## config.mk

```make
export PLATFORM = sky130hd
export DESIGN_NAME = agex_stage
export DESIGN_NICKNAME = d
export VERILOG_FILES = /design/src/rtl/agex_stage.sv
export SDC_FILE = /design/constraint.sdc
export NUM_CORES = 2
export LEC_CHECK = 0
export CORE_ASPECT_RATIO = 1.25
export CORE_MARGIN = 5
export CORE_UTILIZATION = 50
export CTS_CLUSTER_DIAMETER = 150
export CTS_CLUSTER_SIZE = 30
export DETAILED_ROUTE_END_ITERATION = 12
export HOLD_SLACK_MARGIN = 0.03
export MAX_ROUTING_LAYER = met4
export PLACE_DENSITY = 0.69
export SYNTH_ARGS = -nofsm -noshare
export SYNTH_HDL_FRONTEND = slang
export SYNTH_SLANG_ARGS = --single-unit
```

## constraint.sdc

```tcl
create_clock -name clk -period 7.9 [get_ports clk]
set_clock_uncertainty 0.15 [all_clocks]
set_input_delay 1.975 -clock clk [delete_from_list [all_inputs] [get_ports clk]]
set_output_delay 1.975 -clock clk [all_outputs]
set_load 0.03 [all_outputs]
```

## src/rtl/agex_stage.sv

```systemverilog
// agex_stage: execute / address-generation stage sitting directly after decode.
//   Computes ALU results, load/store addresses and branch/jump outcomes, redirects
//   fetch on a taken control transfer, and runs MUL on an iterative shift-add
//   multiplier that stalls decode while it works.
// Ports:
//   clk, reset_n                  clock, asynchronous active-low reset
//   de_*                          decode latch fields (valid, op, pc, pcplus, operands, imm, wr_reg, rd, tag)
//   br_mispred_AGEX/br_target_AGEX  combinational fetch redirect and its target PC
//   mul_stall_AGEX                combinational decode stall while the multiplier is busy
//   agex_*                        registered AGEX latch towards the memory stage

package agex_pkg;
  localparam int IOPBITS = 6;
  typedef enum logic [IOPBITS-1:0] {
    ADD_I, ADDI_I, SUB_I, AND_I, ANDI_I, OR_I, ORI_I, XOR_I, XORI_I,
    SLT_I, SLTI_I, SLTU_I, SLTIU_I, SLL_I, SLLI_I, SRL_I, SRLI_I, SRA_I, SRAI_I,
    LUI_I, AUIPC_I, LW_I, SW_I,
    BEQ_I, BNE_I, BLT_I, BGE_I, BLTU_I, BGEU_I,
    JAL_I, JALR_I, MUL_I, CSRR_I, CSRW_I, INVALID_I
  } op_e;
endpackage

// Protocol checker: decode must only present bubbles while the multiplier is busy,
// and a redirect can never coincide with a stall.
module agex_stage_chk (
  input logic clk,
  input logic reset_n,
  input logic busy_i,
  input logic de_valid_i,
  input logic mispred_i,
  input logic stall_i
);
  a_no_valid_in_busy: assert property (@(posedge clk) disable iff (!reset_n) busy_i |-> !de_valid_i);
  a_no_mispred_and_stall: assert property (@(posedge clk) disable iff (!reset_n) !(mispred_i && stall_i));
endmodule

module agex_stage
  import agex_pkg::*;
#(
  parameter int DBITS    = 32,
  parameter int MUL_STEP = 4
) (
  input  logic               clk,
  input  logic               reset_n,
  input  logic               de_valid,
  input  logic [IOPBITS-1:0] de_op,
  input  logic [DBITS-1:0]   de_pc,
  input  logic [DBITS-1:0]   de_pcplus,
  input  logic [DBITS-1:0]   de_rs1_val,
  input  logic [DBITS-1:0]   de_rs2_val,
  input  logic [DBITS-1:0]   de_imm,
  input  logic               de_wr_reg,
  input  logic [4:0]         de_rd,
  input  logic [DBITS-1:0]   de_inst_count,
  output logic               br_mispred_AGEX,
  output logic [DBITS-1:0]   br_target_AGEX,
  output logic               mul_stall_AGEX,
  output logic               agex_valid,
  output logic [IOPBITS-1:0] agex_op,
  output logic [DBITS-1:0]   agex_pc,
  output logic [DBITS-1:0]   agex_result,
  output logic [DBITS-1:0]   agex_st_data,
  output logic               agex_wr_reg,
  output logic [4:0]         agex_rd,
  output logic [DBITS-1:0]   agex_inst_count
);

  localparam int N_MUL = DBITS / MUL_STEP;
  localparam int CW    = (N_MUL > 1) ? $clog2(N_MUL) : 1;
  localparam logic [CW-1:0] LAST_CNT = CW'(N_MUL - 1);

  typedef enum logic [0:0] {S_IDLE = 1'b0, S_BUSY = 1'b1} state_e;

  typedef struct packed {
    logic               valid;
    logic [IOPBITS-1:0] op;
    logic [DBITS-1:0]   pc;
    logic [DBITS-1:0]   result;
    logic [DBITS-1:0]   st_data;
    logic               wr_reg;
    logic [4:0]         rd;
    logic [DBITS-1:0]   inst_count;
  } latch_t;

  state_e           state_q, state_d;
  logic [CW-1:0]    count_q, count_d;
  logic [DBITS-1:0] acc_q, acc_d, mcand_q, mcand_d, mplier_q, mplier_d;
  latch_t           cap_q, cap_d, lat_q, lat_d;

  op_e              op_s;
  logic [DBITS-1:0] alu_s, tgt_s, prod_s, sum_s;
  logic             taken_s, wr_s, is_mul_s;

  assign op_s     = op_e'(de_op);
  assign is_mul_s = de_valid && (op_s == MUL_I);

  // Single-cycle ALU, address generation and control-transfer resolution.
  always_comb begin
    alu_s   = '0;
    tgt_s   = de_pc + de_imm;
    taken_s = 1'b0;
    wr_s    = de_wr_reg;
    case (op_s)
      ADD_I:    alu_s = de_rs1_val + de_rs2_val;
      ADDI_I:   alu_s = de_rs1_val + de_imm;
      SUB_I:    alu_s = de_rs1_val - de_rs2_val;
      AND_I:    alu_s = de_rs1_val & de_rs2_val;
      ANDI_I:   alu_s = de_rs1_val & de_imm;
      OR_I:     alu_s = de_rs1_val | de_rs2_val;
      ORI_I:    alu_s = de_rs1_val | de_imm;
      XOR_I:    alu_s = de_rs1_val ^ de_rs2_val;
      XORI_I:   alu_s = de_rs1_val ^ de_imm;
      SLT_I:    alu_s = {{(DBITS-1){1'b0}}, $signed(de_rs1_val) < $signed(de_rs2_val)};
      SLTI_I:   alu_s = {{(DBITS-1){1'b0}}, $signed(de_rs1_val) < $signed(de_imm)};
      SLTU_I:   alu_s = {{(DBITS-1){1'b0}}, de_rs1_val < de_rs2_val};
      SLTIU_I:  alu_s = {{(DBITS-1){1'b0}}, de_rs1_val < de_imm};
      SLL_I:    alu_s = de_rs1_val << de_rs2_val[4:0];
      SLLI_I:   alu_s = de_rs1_val << de_imm[4:0];
      SRL_I:    alu_s = de_rs1_val >> de_rs2_val[4:0];
      SRLI_I:   alu_s = de_rs1_val >> de_imm[4:0];
      SRA_I:    alu_s = DBITS'($signed(de_rs1_val) >>> de_rs2_val[4:0]);
      SRAI_I:   alu_s = DBITS'($signed(de_rs1_val) >>> de_imm[4:0]);
      LUI_I:    alu_s = de_imm;
      AUIPC_I:  alu_s = de_pc + de_imm;
      LW_I:     alu_s = de_rs1_val + de_imm;
      SW_I:     alu_s = de_rs1_val + de_imm;
      BEQ_I:    begin taken_s = (de_rs1_val == de_rs2_val); wr_s = 1'b0; end
      BNE_I:    begin taken_s = (de_rs1_val != de_rs2_val); wr_s = 1'b0; end
      BLT_I:    begin taken_s = ($signed(de_rs1_val) < $signed(de_rs2_val)); wr_s = 1'b0; end
      BGE_I:    begin taken_s = ($signed(de_rs1_val) >= $signed(de_rs2_val)); wr_s = 1'b0; end
      BLTU_I:   begin taken_s = (de_rs1_val < de_rs2_val); wr_s = 1'b0; end
      BGEU_I:   begin taken_s = (de_rs1_val >= de_rs2_val); wr_s = 1'b0; end
      JAL_I:    begin alu_s = de_pcplus; taken_s = 1'b1; end
      JALR_I:   begin
        alu_s   = de_pcplus;
        taken_s = 1'b1;
        tgt_s   = (de_rs1_val + de_imm) & {{(DBITS-1){1'b1}}, 1'b0};
      end
      CSRW_I:   alu_s = de_rs1_val;
      CSRR_I:   alu_s = '0;
      MUL_I:    alu_s = '0;
      INVALID_I: wr_s = 1'b0;
      default:  wr_s = 1'b0;
    endcase
  end

  // One shift-add step: multiplicand times the low MUL_STEP multiplier bits.
  assign prod_s = mcand_q * {{(DBITS-MUL_STEP){1'b0}}, mplier_q[MUL_STEP-1:0]};
  assign sum_s  = acc_q + prod_s;

  // Redirect only from IDLE; a branch is never consumed while the multiplier runs.
  assign br_mispred_AGEX = de_valid && (state_q == S_IDLE) && taken_s;
  assign br_target_AGEX  = tgt_s;
  // Stall covers the accept cycle and every busy cycle except the last one.
  assign mul_stall_AGEX  = (state_q == S_IDLE) ? is_mul_s : (count_q < LAST_CNT);

  // Multiplier FSM next state and AGEX latch next value.
  always_comb begin
    state_d  = state_q;
    count_d  = count_q;
    acc_d    = acc_q;
    mcand_d  = mcand_q;
    mplier_d = mplier_q;
    cap_d    = cap_q;
    lat_d    = '0;
    case (state_q)
      S_IDLE: begin
        if (is_mul_s) begin
          cap_d    = '{valid: 1'b1, op: de_op, pc: de_pc, result: '0, st_data: de_rs2_val,
                       wr_reg: de_wr_reg, rd: de_rd, inst_count: de_inst_count};
          acc_d    = '0;
          count_d  = '0;
          mcand_d  = de_rs1_val;
          mplier_d = de_rs2_val;
          state_d  = S_BUSY;
        end else if (de_valid) begin
          lat_d = '{valid: 1'b1, op: de_op, pc: de_pc, result: alu_s, st_data: de_rs2_val,
                    wr_reg: wr_s, rd: de_rd, inst_count: de_inst_count};
        end else begin
          lat_d = '0;
        end
      end
      S_BUSY: begin
        acc_d    = sum_s;
        mcand_d  = mcand_q << MUL_STEP;
        mplier_d = mplier_q >> MUL_STEP;
        count_d  = count_q + CW'(1);
        if (count_q == LAST_CNT) begin
          lat_d        = cap_q;
          lat_d.result = sum_s;
          count_d      = '0;
          state_d      = S_IDLE;
        end else begin
          lat_d = '0;
        end
      end
      default: state_d = S_IDLE;
    endcase
  end

  // State, multiplier datapath and AGEX latch registers.
  always_ff @(posedge clk or negedge reset_n) begin
    if (!reset_n) begin
      state_q  <= S_IDLE;
      count_q  <= '0;
      acc_q    <= '0;
      mcand_q  <= '0;
      mplier_q <= '0;
      cap_q    <= '0;
      lat_q    <= '0;
    end else begin
      state_q  <= state_d;
      count_q  <= count_d;
      acc_q    <= acc_d;
      mcand_q  <= mcand_d;
      mplier_q <= mplier_d;
      cap_q    <= cap_d;
      lat_q    <= lat_d;
    end
  end

  assign agex_valid      = lat_q.valid;
  assign agex_op         = lat_q.op;
  assign agex_pc         = lat_q.pc;
  assign agex_result     = lat_q.result;
  assign agex_st_data    = lat_q.st_data;
  assign agex_wr_reg     = lat_q.wr_reg;
  assign agex_rd         = lat_q.rd;
  assign agex_inst_count = lat_q.inst_count;

  agex_stage_chk u_chk (
    .clk        (clk),
    .reset_n    (reset_n),
    .busy_i     (state_q == S_BUSY),
    .de_valid_i (de_valid),
    .mispred_i  (br_mispred_AGEX),
    .stall_i    (mul_stall_AGEX)
  );

endmodule

```

* Word level (Yosys, flattened, before mapping)
Index checks and enable logic that the tools add are counted.
** Storage, ports and cells
- Input port bits :: 207
- Word-level logic and storage cells :: 113
- Output and inout port bits :: 175
- Memory bits (writable) :: 0
- Bits in registers :: 350
- ROM bits :: 0
- Latch bits :: 0
- Memories kept :: 0
** Operators by class
- Reduce and logical (&&, ||, !) cells :: 8
- Add/subtract/negate cells :: 6
- Shift-type cells :: 6
- Eq/ne operators :: 37
- Multiplexer cells :: 21
- Bitwise logic cells :: 7
- Div/mod/pow operators :: 0
- $mul :: 1
- Order comparisons :: 7
** Operator list (count)
- $pmux W32 S23 :: 1
- $mux W141 :: 3
- $pmux W141 S2 :: 1
- $pmux W32 S2 :: 3
- $add A32 B32 Y32 :: 4
- $lt A32 B32 Y1 :: 4
- $mux W32 :: 4
- $eq A6 B5 Y1 const B :: 16
- $and A32 B32 Y32 :: 2
- $ge A32 B32 Y1 :: 2
- $or A32 B32 Y32 :: 2
- $shl A32 B5 Y32 :: 2
- $shr A32 B5 Y32 :: 2
- $sshr A32 B5 Y32 :: 2
- $xor A32 B32 Y32 :: 2
- $eq A6 B4 Y1 const B :: 8
- $eq A32 B32 Y1 :: 1
- $mul A32 B4 Y32 :: 1
- $ne A32 B32 Y1 :: 1
- $sub A32 B32 Y32 :: 1
- $reduce_or A28 Y1 :: 1
- $eq A6 B3 Y1 const B :: 4
- $eq A6 B2 Y1 const B :: 2
- $eq A6 B6 Y1 const B :: 2
- other kinds (16) :: 22

* Logic depth before layout (Yosys ltp)
- Depth in word-level cells :: 6
- Depth in mapped cells :: 19
- Gate-level depth less buffers :: 18

* Worst setup path before layout
Ideal clock, no wire load.
- Kind :: in2out
- Start point :: in de_imm[4]
- End point :: out br_target_AGEX[31]
- Path slack :: 193 ps
- Data arrival time :: 5582 ps
- Buffers on the path :: 1
- Data required time :: 5775 ps
- Stages on the path :: 13
- Cells stage by stage :: clkbuf_1 -> inv_1 -> ha_1 -> nand2b_1 -> a211oi_1 -> a211oi_1 -> or3_1 -> a2111o_1 -> and2_1 -> a311oi_2 -> o21ai_0 -> xnor2_1 -> o21ai_0
** On the way
- Word-level cells in the longest chain between the ends :: 2
** Ends and longest elaborated chain
- start: declaration :: line 51 : input logic [DBITS-1:0] de_imm,
- $add A32 B32 Y32 (on tied branches) :: line 100, 137
- $mux W32 * :: line 103 : case (op_s)
- end: declaration :: line 56 : output logic [DBITS-1:0] br_target_AGEX,
Mark *: on every way between the ends. The rest lies on a longest branch, timed or not.

* Worst setup path after layout
- Start point :: in de_imm[2]
- End point :: out br_target_AGEX[26]
Same word-level chain as after synthesis.

==> reports/metrics.cfg <==
[detailed_routing]
wire_per_inst_um = 32.4
vias_per_cell = 6.77
routed_wirelength_mm = 180
detailroute.via_count = 37600
number_of_drc_markers_in_iteration_0 = 5405
final_antenna_net_count = 0
drt_pass1_iterations = 8
drc = 0

[power_and_ir_drop]
sw_frac_of_total_pct = 46.4
p_leak_nw = 19.6
share_comb_of_total_power_pct = 54.3
power.total_mw = 7.65
power.density_nw_per_um2 = 181
share_of_power_burned_in_the_clock_network_pct = 13.7
power_report.internal_total_mw = 4.10
p_seq_share_pct = 32.0
ir_worst_vdd_v = 0.000208
power.switching_mw = 3.55

[floorplanning]
die_area_um2 = 74800
dieHeight_um = 304
coreArea_um2 = 69100
placementRows = 108
i_o_pins = 382
initial_core_util_pct = 50.2
chipWidth_um = 246

[synthesis]
post_synth.cell_area_avg_um2 = 8.38
synthMostInstantiatedCell = sky130_fd_sc_hd__nand2_1
synth_sequential_area_ratio_pct = 25.3
number_of_enable_flip_flop_cells_after_synthesis = 0
ys_seq_elements = 350
ys_async_sr_fraction_pct = 100
netlist-cell-type-count = 98
postSynth.topFlopCell = sky130_fd_sc_hd__dfrtp_1
number_of_warning_messages_in_the_yosys_log = 0
netlist.area_leader.share_pct = 25.3
synth.cells.most_frequent = sky130_fd_sc_hd__nand2_1 (402), sky130_fd_sc_hd__dfrtp_1 (350), sky130_fd_sc_hd__inv_1 (287)
post_synth_instance_area_um2 = 34700
synthesis.instances = 4137
syn_nets = 4628
synth.top_cells.by_area = sky130_fd_sc_hd__dfrtp_1 (25%), sky130_fd_sc_hd__ha_1 (7.0%), sky130_fd_sc_hd__mux2i_1 (6.2%)
netlist.top_cell.by_area = sky130_fd_sc_hd__dfrtp_1

[outcome]
result_of_the_run = finished clean

[worst_setup_path]
cp_slowest_cell = sky130_fd_sc_hd__clkdlybuf4s50_1
worstPathCellList = clkdlybuf4s50_1 -> buf_4 -> inv_1 -> ha_1 -> buf_4 -> o21bai_1 -> a221o_1 -> o41a_1 -> a211o_1 -> nand4_1 -> buf_4 -> nand3b_1 -> buf_4 -> a21oi_1 -> xnor2_1 -> nand2_1 -> o21ai_0 -> buf_12
crit_type = primary input to primary output
critical-path-max-stage-delay_ns = 0.45
crit_family = compound AO/OA/AOI/OAI gates
critical_path.most_common_cell = sky130_fd_sc_hd__buf_4
timing.critical_path.from_type = primary input
timing.rr.end = agex_result[30]
critical_path_buf_inv_count = 7
crit_start = de_imm[2]
critical_path_arrival_ns = 5.73
worstPathMaxFanout = 4
critical_path_endpoint_category = primary output
r2r_start = mplier_q[1]
rrSetupSlack_ns = 1.42
critical_path_required_ns = 5.78
r2r_cells = 17

[clocking]
worst_skew_pair.late_latency_ns = 0.58
root_buffer = sky130_fd_sc_hd__clkbuf_16
cts_htree_levels = 1
cts_tree = yes
clock_edge_transition_at_the_registers_on_the_reported_setup_and_hold_paths_ns = 0.12
cts_buffers = 16
cts_hold_repair.buffers = 0
clock_tree.buffer_depth = 3
clock_sink_count = 350

[placement]
place.port_buffers = 381
dp_cells = 5518
detailed_placement_hpwl_mm = 144
gpl.final_weighted_congestion = 1.15

[timing]
rsz0062_at_grt = no
final-hold-violation-count = 0
report.final.setup_viol = 0
post_layout_minimum_cycle_time_ns = 7.86
timing.max_slew.rel_slack_pct = 9.86
worst_hold_slack_ns = 0.341
timing.setup.tns_ns = 0
slew_violations = 0
tightest_slew_ns = 1.34
max_freq_ghz = 0.127
final.period_utilization_pct = 99.5

[global_route]
grt_max_degree = 153
grt_antenna_before_repair = 14
global_route_wire_length_before_repair_mm = 256
grt_usage_pct = 47.3
global_route.overflow_total = 0
via_count_of_the_first_global_routing_pass = 37000

[hold_path]
min-delay-start = cap_q[136]
hold-path-cell-count = 1
worst_hold_path_type = flip-flop to flip-flop
timing.hold.worst_endpoint = cap_q[136]

[cells_and_area]
post_layout_nets = 5094
final_layout_size_suffix_gt1_share_pct = 13.4
largest_reg_flops = 109
finalNonFillerCells = 5557
top_register = cap_q
flow.area_growth_from_synthesis_pct = 21.7
fill_cells = 6057

[job]
max_cap_violations = 0

layout by cell type (no fill, tap or decap), drive strengths merged, types with 27 or more instances in the layout:
master,count
o21ai,260
nor3,46
o21a,29
a22o,135
dfrtp,350
clkdlybuf4s50,347
nand4,32
xnor2,98
and3,28
and2,131
a22oi,27
mux2,129
xor2,42
o211ai,38
nor2,278
inv,288
nand2,403
mux2i,214
a21o,62
buf,372
o22ai,38
nand2b,31
o21bai,35
ha,194
nand3,82
a21oi,283
a211oi,54
nor2b,35
a31oi,31
a221oi,42
fa,90
power groups by stage:
stage / combinational [mW] / sequential [mW] / clock [mW]
after floorplan: 2.16 / 2.50 / 0
after global placement: 3.93 / 2.45 / 0
after detailed placement: 4.00 / 2.47 / 0
after CTS: 4.02 / 2.43 / 1.06
after global routing: 4.37 / 2.48 / 1.12
final: 4.15 / 2.44 / 1.05
cells by family after synthesis:
group | count (synthesis) | share of synthesized area, %
AOI/OAI and AO/OA | 1273 | 25.3
xor gates and xnor gates | 140 | 3.54
adders and majority gates | 284 | 12.2
buffers and inverters | 558 | 6.28
DFF | 350 | 25.3
muxes | 355 | 11.2
and+or+nand+nor | 1177 | 16.3
metrics by stage:
| stage | utilization [%] | setup slack (ns) | area (um2) |
|---|---|---|---|
| floorplan | - | 0.193 | 34700 |
| global placement | 60.2 | -0.395 | 41600 |
| detailed placement | 60.2 | -0.305 | 41600 |
| CTS | 60.9 | 0.000162 | 42100 |
| global route | 61.1 | 0.00167 | 42200 |
| finish | 61.1 | 0.0425 | 42200 |
layer usage:
| metal | global-route usage (%) | routed length, um | up-vias |
|---|---|---|---|
| met5 | - | 0 | - |
| met4 | 32.5 | 17200 | 0 |
| met3 | 11.3 | 19300 | 775 |
| met2 | 70.9 | 78700 | 2572 |
| met1 | 56.3 | 64500 | 18400 |
| li1 | - | - | 15900 |
how the worst max path moves through the flow:
| stage | endpoint | slack, ns | cells after the start |
|---|---|---|---|
| finish | br_target_AGEX[26] | 0.04 | 18 |
| global route | br_target_AGEX[30] | 0.002 | 15 |
| CTS | br_target_AGEX[27] | 0.0002 | 16 |
| detailed placement | br_target_AGEX[31] | -0.30 | 15 |
| global placement | br_target_AGEX[31] | -0.40 | 15 |
| floorplan | br_target_AGEX[31] | 0.19 | 13 |
repair_timing:
action,in CTS,in global routing
gates cloned,0,0
setup endpoints to repair,6,9
gates resized for setup,5,20
buffers inserted,1,1
pin swaps,1,3
final cells by class:
type	count	area (um2)	share of cell area (%)
Multi-Input combinational cell	3229	23900	56.7
Sequential cell	350	8760	20.8
Timing Repair Buffer	719	6740	16.0
Tap cell	935	1170	2.77
Inverter	287	1080	2.55
Clock buffer	18	429	1.02
Clock inverter	3	53.8	0.127
Antenna cell	16	40.0	0.0949
Note: power is estimated with default switching activity, not from simulation.
